==> src/rtl/pe_product_accumulator.sv <==
// Windowed accumulator for the mult_ip product stream: sums LEN products and hands each sum out on valid/ready.
// Build option ACC_SIGNED_EN: treat products as two's complement and flag signed overflow.
module pe_product_accumulator #(
    parameter int P_W   = 12,
    parameter int ACC_W = 20,
    parameter int LEN   = 9,
    parameter int CNT_W = 4
) (
    input  logic             clk,
    input  logic             rst_n,
    input  logic             en,
    input  logic             clear,
    input  logic             in_valid,
    output logic             in_ready,
    input  logic [P_W-1:0]   P,
    output logic [ACC_W-1:0] acc_out,
    output logic             out_valid,
    input  logic             out_ready,
    output logic             overflow,
    output logic             busy
);

    typedef enum logic [1:0] {
        IDLE,
        ACCUM,
        HOLD
    } state_t;

    state_t           state_q, state_d;
    logic [ACC_W-1:0] acc_q, acc_d;
    logic [CNT_W-1:0] cnt_q, cnt_d;
    logic [ACC_W-1:0] acc_out_q, acc_out_d;
    logic             out_valid_q, out_valid_d;
    logic             overflow_q, overflow_d;

    logic             in_window;
    logic             accept;
    logic [ACC_W-1:0] p_ext;
    logic [ACC_W-1:0] add_base;
    logic [ACC_W-1:0] sum;
    logic             step_ovf;
    logic [CNT_W-1:0] cnt_inc;

    // Outside ACCUM the next accept starts a fresh window, so it adds onto zero.
    assign in_window = (state_q == ACCUM);
    assign add_base  = in_window ? acc_q : '0;
    assign cnt_inc   = (in_window ? cnt_q : '0) + CNT_W'(1);

`ifdef ACC_SIGNED_EN
    assign p_ext    = ACC_W'(signed'(P));
    assign sum      = add_base + p_ext;
    assign step_ovf = (add_base[ACC_W-1] == p_ext[ACC_W-1]) &&
                      (sum[ACC_W-1] != add_base[ACC_W-1]);
`else
    assign p_ext = ACC_W'(P);
    assign {step_ovf, sum} = {1'b0, add_base} + {1'b0, p_ext};
`endif

    assign in_ready = en & ((state_q != HOLD) | out_ready);
    assign accept   = en & in_valid & in_ready;

    always_comb begin
        state_d     = state_q;
        acc_d       = acc_q;
        cnt_d       = cnt_q;
        acc_out_d   = acc_out_q;
        out_valid_d = out_valid_q;
        overflow_d  = overflow_q;

        if (clear) begin
            state_d     = IDLE;
            acc_d       = '0;
            cnt_d       = '0;
            out_valid_d = 1'b0;
            overflow_d  = 1'b0;
        end else if (en) begin
            if ((state_q == HOLD) && out_valid_q && out_ready) begin
                out_valid_d = 1'b0;
                state_d     = IDLE;
            end
            if (accept) begin
                overflow_d = (in_window & overflow_q) | step_ovf;
                if (cnt_inc == CNT_W'(LEN)) begin
                    acc_out_d   = sum;
                    out_valid_d = 1'b1;
                    state_d     = HOLD;
                    acc_d       = '0;
                    cnt_d       = '0;
                end else begin
                    acc_d   = sum;
                    cnt_d   = cnt_inc;
                    state_d = ACCUM;
                end
            end
        end
    end

    always_ff @(posedge clk or negedge rst_n) begin
        if (!rst_n) begin
            state_q     <= IDLE;
            acc_q       <= '0;
            cnt_q       <= '0;
            acc_out_q   <= '0;
            out_valid_q <= 1'b0;
            overflow_q  <= 1'b0;
        end else begin
            state_q     <= state_d;
            acc_q       <= acc_d;
            cnt_q       <= cnt_d;
            acc_out_q   <= acc_out_d;
            out_valid_q <= out_valid_d;
            overflow_q  <= overflow_d;
        end
    end

    assign acc_out   = acc_out_q;
    assign out_valid = out_valid_q;
    assign overflow  = overflow_q;
    assign busy      = (state_q != IDLE);

endmodule
==> config.mk <==
export PLATFORM = sky130hd
export DESIGN_NAME = pe_product_accumulator
export DESIGN_NICKNAME = d
export VERILOG_FILES = /design/src/rtl/pe_product_accumulator.sv
export SDC_FILE = /design/constraint.sdc
export NUM_CORES = 1
export LEC_CHECK = 0
export BUFFER_PORTS_ARGS = -buffer_cell sky130_fd_sc_hd__buf_2
export CAP_MARGIN = 20
export CORE_MARGIN = 5
export CORE_UTILIZATION = 57
export DETAILED_ROUTE_END_ITERATION = 12
export PLACE_DENSITY = 0.83
export SYNTH_ARGS = -nofsm -noshare
export SYNTH_HDL_FRONTEND = slang
export SYNTH_SLANG_ARGS = --single-unit
==> constraint.sdc <==
create_clock -name clk -period 3.95 [get_ports clk]
set_clock_uncertainty 0.15 [all_clocks]
set_input_delay 0 -clock clk [delete_from_list [all_inputs] [get_ports clk]]
set_output_delay 0 -clock clk [all_outputs]
set_load 0.02 [all_outputs]
Word level (Yosys, flattened, before mapping)

Cells that the tools add are included.
Widths: inputs -> output; s select.

Register bits after elaboration: 48
Bits of input ports: 18
Word-level logic and storage cells: 51

Add/sub/neg operators: 2
Eq/ne operators: 4
Mux-type cells: 23
Bitwise operators: 7
Reduce and logical (&&, ||, !) cells: 9

Operators with widths:

| operator            | number |
|---|---|
| $mux 20             | 5 |
| $add 20x12->21      | 1 |
| $mux 4              | 5 |
| $mux 2              | 5 |
| $mux 1              | 8 |
| $reduce_bool 2->1   | 3 |
| $add 4x1->4 const B | 1 |
| $and 1x1->1         | 4 |
| $eq 4x4->1 const B  | 1 |
| $reduce_and 2->1    | 2 |
| $reduce_and 4->1    | 1 |
| $reduce_bool 3->1   | 1 |
| $eq 2x1->1 const B  | 1 |
| $eq 2x2->1 const B  | 1 |
| $logic_and 1x1->1   | 2 |
| $ne 2x2->1 const B  | 1 |
| $or 1x1->1          | 2 |
| $not 1->1           | 1 |

Longest topological paths before layout

Depth in word-level cells: 8
Gate-level depth with buffers: 14

Least setup slack after synthesis

OpenSTA, ideal clock, no wires.

Kind: register to register
Start: register state_q[1]
End: register acc_q[14]
Setup time: 0.122 ns
Arrival time: 3.072 ns
Path slack: 0.607 ns
Stages on the path, launching flop included: 15
Clock period less this slack: 3.343 ns
Path through: dfrtp_1 nor2b_1 buf_2 clkbuf_1 clkbuf_1 and2_1 ha_1 inv_1 fa_1 nand2b_1 a21oi_1 o211ai_1 a21boi_0 o21ai_0 a32o_1

Word-level cells in the longest chain between the ends: 8

RTL lines:

| element                                                                | RTL line | RTL |
|---|---|---|
| start, declared                                                        | 29       | `state_t state_q, state_d;` |
| start signal, assigned                                                 | 107      | `state_q <= state_d;` |
| parallel branches: the longest is 8 deep, another holds $add 20x12->21 | --       |  |
| end signal, assigned                                                   | 101      | `acc_q <= '0;` |
| end signal, assigned                                                   | 108      | `acc_q <= acc_d;` |
| end, declared                                                          | 30       | `logic [ACC_W-1:0] acc_q, acc_d;` |

Parallel ways; which one is timed is not known. The select of a mux whose other input is x is not followed.
A chain may end at the register's enable or synchronous reset.

Worst setup path after layout

Start: register state_q[1]
End: register acc_out_q[18], in the netlist acc_out[18]

Word-level cells in the longest chain between the ends: 5

RTL lines:

| element                                    | RTL line | RTL |
|---|---|---|
| $eq 2x1->1 or $ne 2x2->1 (tied branches)   | 45, 59   |  |
| $mux 4 or $or 1x1->1 (tied branches)       | 47, 59   |  |
| $add 4x1->4 or $and 1x1->1 (tied branches) | 47, 59   |  |
| $eq 4x4->1 or $and 1x1->1 (tied branches)  | 83, 60   |  |
| $reduce_and 4->1 (no source line)          | --       |  |
| end signal, assigned                       | 110      | `acc_out_q <= acc_out_d;` |
| end, declared                              | 32       | `logic [ACC_W-1:0] acc_out_q, acc_out_d;` |

Several ways; a longest one is shown, not always the timed one.

==> impl_results.md <==
- Status: completed
- Finished Cell Area: 3260 um^2
- Die Wd: 80.2 um
- Worst setup EP type: flip-flop
- H-tree depth: 2
- Reg clk slew, reported paths: 90 ps
- Layout cells sized above 1: 18.4%
- Net load switching power: 242 uW
- Worst-Margin Slew: 845 ps
- Final Hold Fails: 0
- Slew Limit Fails: 0
- Max_cap viols: 0
- Clock sinks: 48
- Post-synthesis cell count: 296
- Critical path class: reg2reg
- Crit path cell chain: nor2b_1 -> and2_1 -> ha_1 -> inv_1 -> fa_1 -> nand2b_1 -> a21oi_1 -> o211ai_1 -> a21boi_1 -> xor2_1 -> o21ai_0
- Logic pwr share: 10.4%
- RR Startpoint: state_q[1]$_DFFE_PN0P_
- WP data arrival: 3460 ps
- VDD IR max: 0.000206 V
- Worst reg-to-reg path cell count: 11
- Met2 WL post-DR: 2860 um
- Fin Setup TNS: 0 ps
- Initial Util: 59.2%
- CTS max path bufs: 2
- Slew margin rel.: 43.7%
- Synth cell types: 41
- Worst EP required: 3970 ps
- Main synth FF type: dfrtp_1
- R2r endpoint: acc_out[18]$_DFFE_PN0P_
- GRT Total Usage: 21.2%
- CTS tree: built
- ANT nets after route: 0
- Clock Latency Late Sink: 310 ps
- Die area: 6440 um^2
- Async set-reset flop share out of synthesis: 100%
- Delay-heaviest family, CP: compound AO/OA/AOI/OAI gates
- Startpoint types: flip-flop
- # diodes: 0
- Final setup viols: 0
- Sequential area share after synthesis: 42.7%
- CTS Buf Count: 5
- Internal power: 746 uW
- Pre-antenna DRT Iters: 4
- Flop-to-flop setup slack: 510 ps
- Commonest non-fill, non-tap cells in the layout: 63 x nand2_1, 48 x dfrtp_1, 41 x buf_2, 25 x o21ai_0
- Gr ovfl total: 0
- WL final: 6090 um
- Io pins: 42
- Fin crit share: 87.2%
- Cell Area, Synth: 2810 um^2
- Die height: 80.2 um
- Syn nets: 329
- M1 WL: 2810 um
- Largest net degree at the start of global routing: 49
- Tot Pwr: 988 uW
- Sw Ratio: 24.5%
- Antenna violations before repair: 0
- Worst min path class: in2async
- First-pass GRT wire length: 10800 um
- Static leakage: 0.00165 uW
- Post-CTS setup buffers: 0
- Rows: 25
- Max incr delay on CP: 490 ps
- Clock root buffer: clkbuf_8
- Yosys warning total: 0
- Power Density: 303 nW/um^2
- Period minus WS final: 3440 ps
- Placement Cell Area: 3050 um^2
- Crit path buffers/inverters: 1
- Nets: 375
- Seq pwr share: 50.9%
- DR WL met3: 326 um
- Routability cong.: 0.834
- DRC: 0
- Number of global-route vias before repair: 2364
- Top Metal Used: met4
- Number of synthesized flops with an enable pin: 0
- Area Overhead vs Synth: 15.9%
- Via count: 2341
- Most common cell after layout, fill and taps aside: nand2_1
- Hpwl dp: 4280 um
- Slowest cell on crit path: nor2b_1
- Mapped Avg Cell Area: 9.50 um^2
- PortBufs: 41
- Clock group share of total power: 38.7%
- Crit Path Max Fanout: 10
- Avg WL per Cell: 14.9 um
- Via-to-Cell Ratio: 5.71
- DRT iter0 DRCs: 183
- Core footprint: 4750 um^2
- Setup repair after global routing missed its margin: no
- Seq cells post-synth: 48
- Fmax: 290 MHz
==> worst max path at each step <==
stage | startpoint | end | slack (ps) | depth (start not counted)
2_1_floorplan | state_q[1]$_DFFE_PN0P_ | acc_q[14]$_DFFE_PN0P_ | 610 | 14
4_1_cts | state_q[1]$_DFFE_PN0P_ | acc_q[16]$_DFFE_PN0P_ | 360 | 10
5_1_grt | state_q[1]$_DFFE_PN0P_ | acc_q[14]$_DFFE_PN0P_ | 190 | 11
6_report | state_q[1]$_DFFE_PN0P_ | acc_out[18]$_DFFE_PN0P_ | 510 | 11
3_3_place_gp | state_q[1]$_DFFE_PN0P_ | acc_q[12]$_DFFE_PN0P_ | 520 | 10
3_5_place_dp | state_q[1]$_DFFE_PN0P_ | acc_q[17]$_DFFE_PN0P_ | 390 | 10
==> timing repair <==
action / 4_1_cts / 5_1_grt
gates resized for setup: 0 / 1
hold endpoints to repair: 54 / 0
setup endpoints to repair: 0 / 1
hold buffers: 6 / 0
==> layout make-up <==
cell class,instances,area (um^2)
Timing Repair Buffer,49,293
Multi-Input combinational cell,230,1530
Inverter,8,30.0
Sequential cell,48,1200
Fill cell,409,1490
Clock inverter,2,38.8
Clock buffer,6,82.6
Tap cell,67,83.8
==> worst register-to-register path, stage by stage (launching register included) <==
cell      delay (ps)
dfrtp_1          450
nor2b_1          490
and2_1           210
ha_1             190
inv_1             60
fa_1             400
nand2b_1         180
a21oi_1          240
o211ai_1         220
a21boi_1         390
xor2_1           210
o21ai_0          110
==> synthesized netlist by cell type, drive strengths merged, types with 6 or more instances <==
library cell	count	area [um^2]
inv	8	30.0
xor2	15	131
and3	6	47.5
buf	6	42.5
o21ai	25	125
and2	13	81.3
nand2	63	236
dfrtp	48	1200
nand3	9	50.1
a21oi	17	92.6
ha	14	175
a22o	14	123
a32o	7	70.1
xnor2	7	61.3
==> power groups by stage <==
stage	registers, uW	logic (uW)	clock network, uW
6_report	503	103	382
5_1_grt	505	115	411
4_1_cts	503	101	387
3_5_place_dp	513	96.5	0
3_3_place_gp	513	94.5	0
2_1_floorplan	512	62.4	0
==> sequential cells by signal, summed over array words and instances, names as in the netlist <==
signal	flops
overflow	1
state_q	2
acc_out	20
out_valid	1
cnt_q	4
acc_q	20
==> through the flow <==
stage                     hold slack (ps)  utilization (%)  worst slack [ps]  cells
after global routing                 59.8             68.6               185    410
after CTS                            13.2             68.0               359    409
after global placement               99.3             64.2               523    395
after floorplan                      -446                -               607    296
after detailed placement              109             64.2               393    395
final                                4.15             68.6               506    410
==> cell families after synthesis <==
logic type,count (synthesis),share of synthesized area [%]
compound gates,83,20.2
xor+xnor,22,6.85
fa+ha+maj,15,6.94
buf+inv,18,3.11
flops,48,42.7
mux,4,2.00
simple gates,106,18.2
==> routing by layer <==
layer	GRT usage [%]	up-vias
met2	34.8	65
met1	28.5	1127
li1	-	1140
met5	0	-
met4	7.26	0
met3	3.36	9
(Power assumes the default switching activity.)
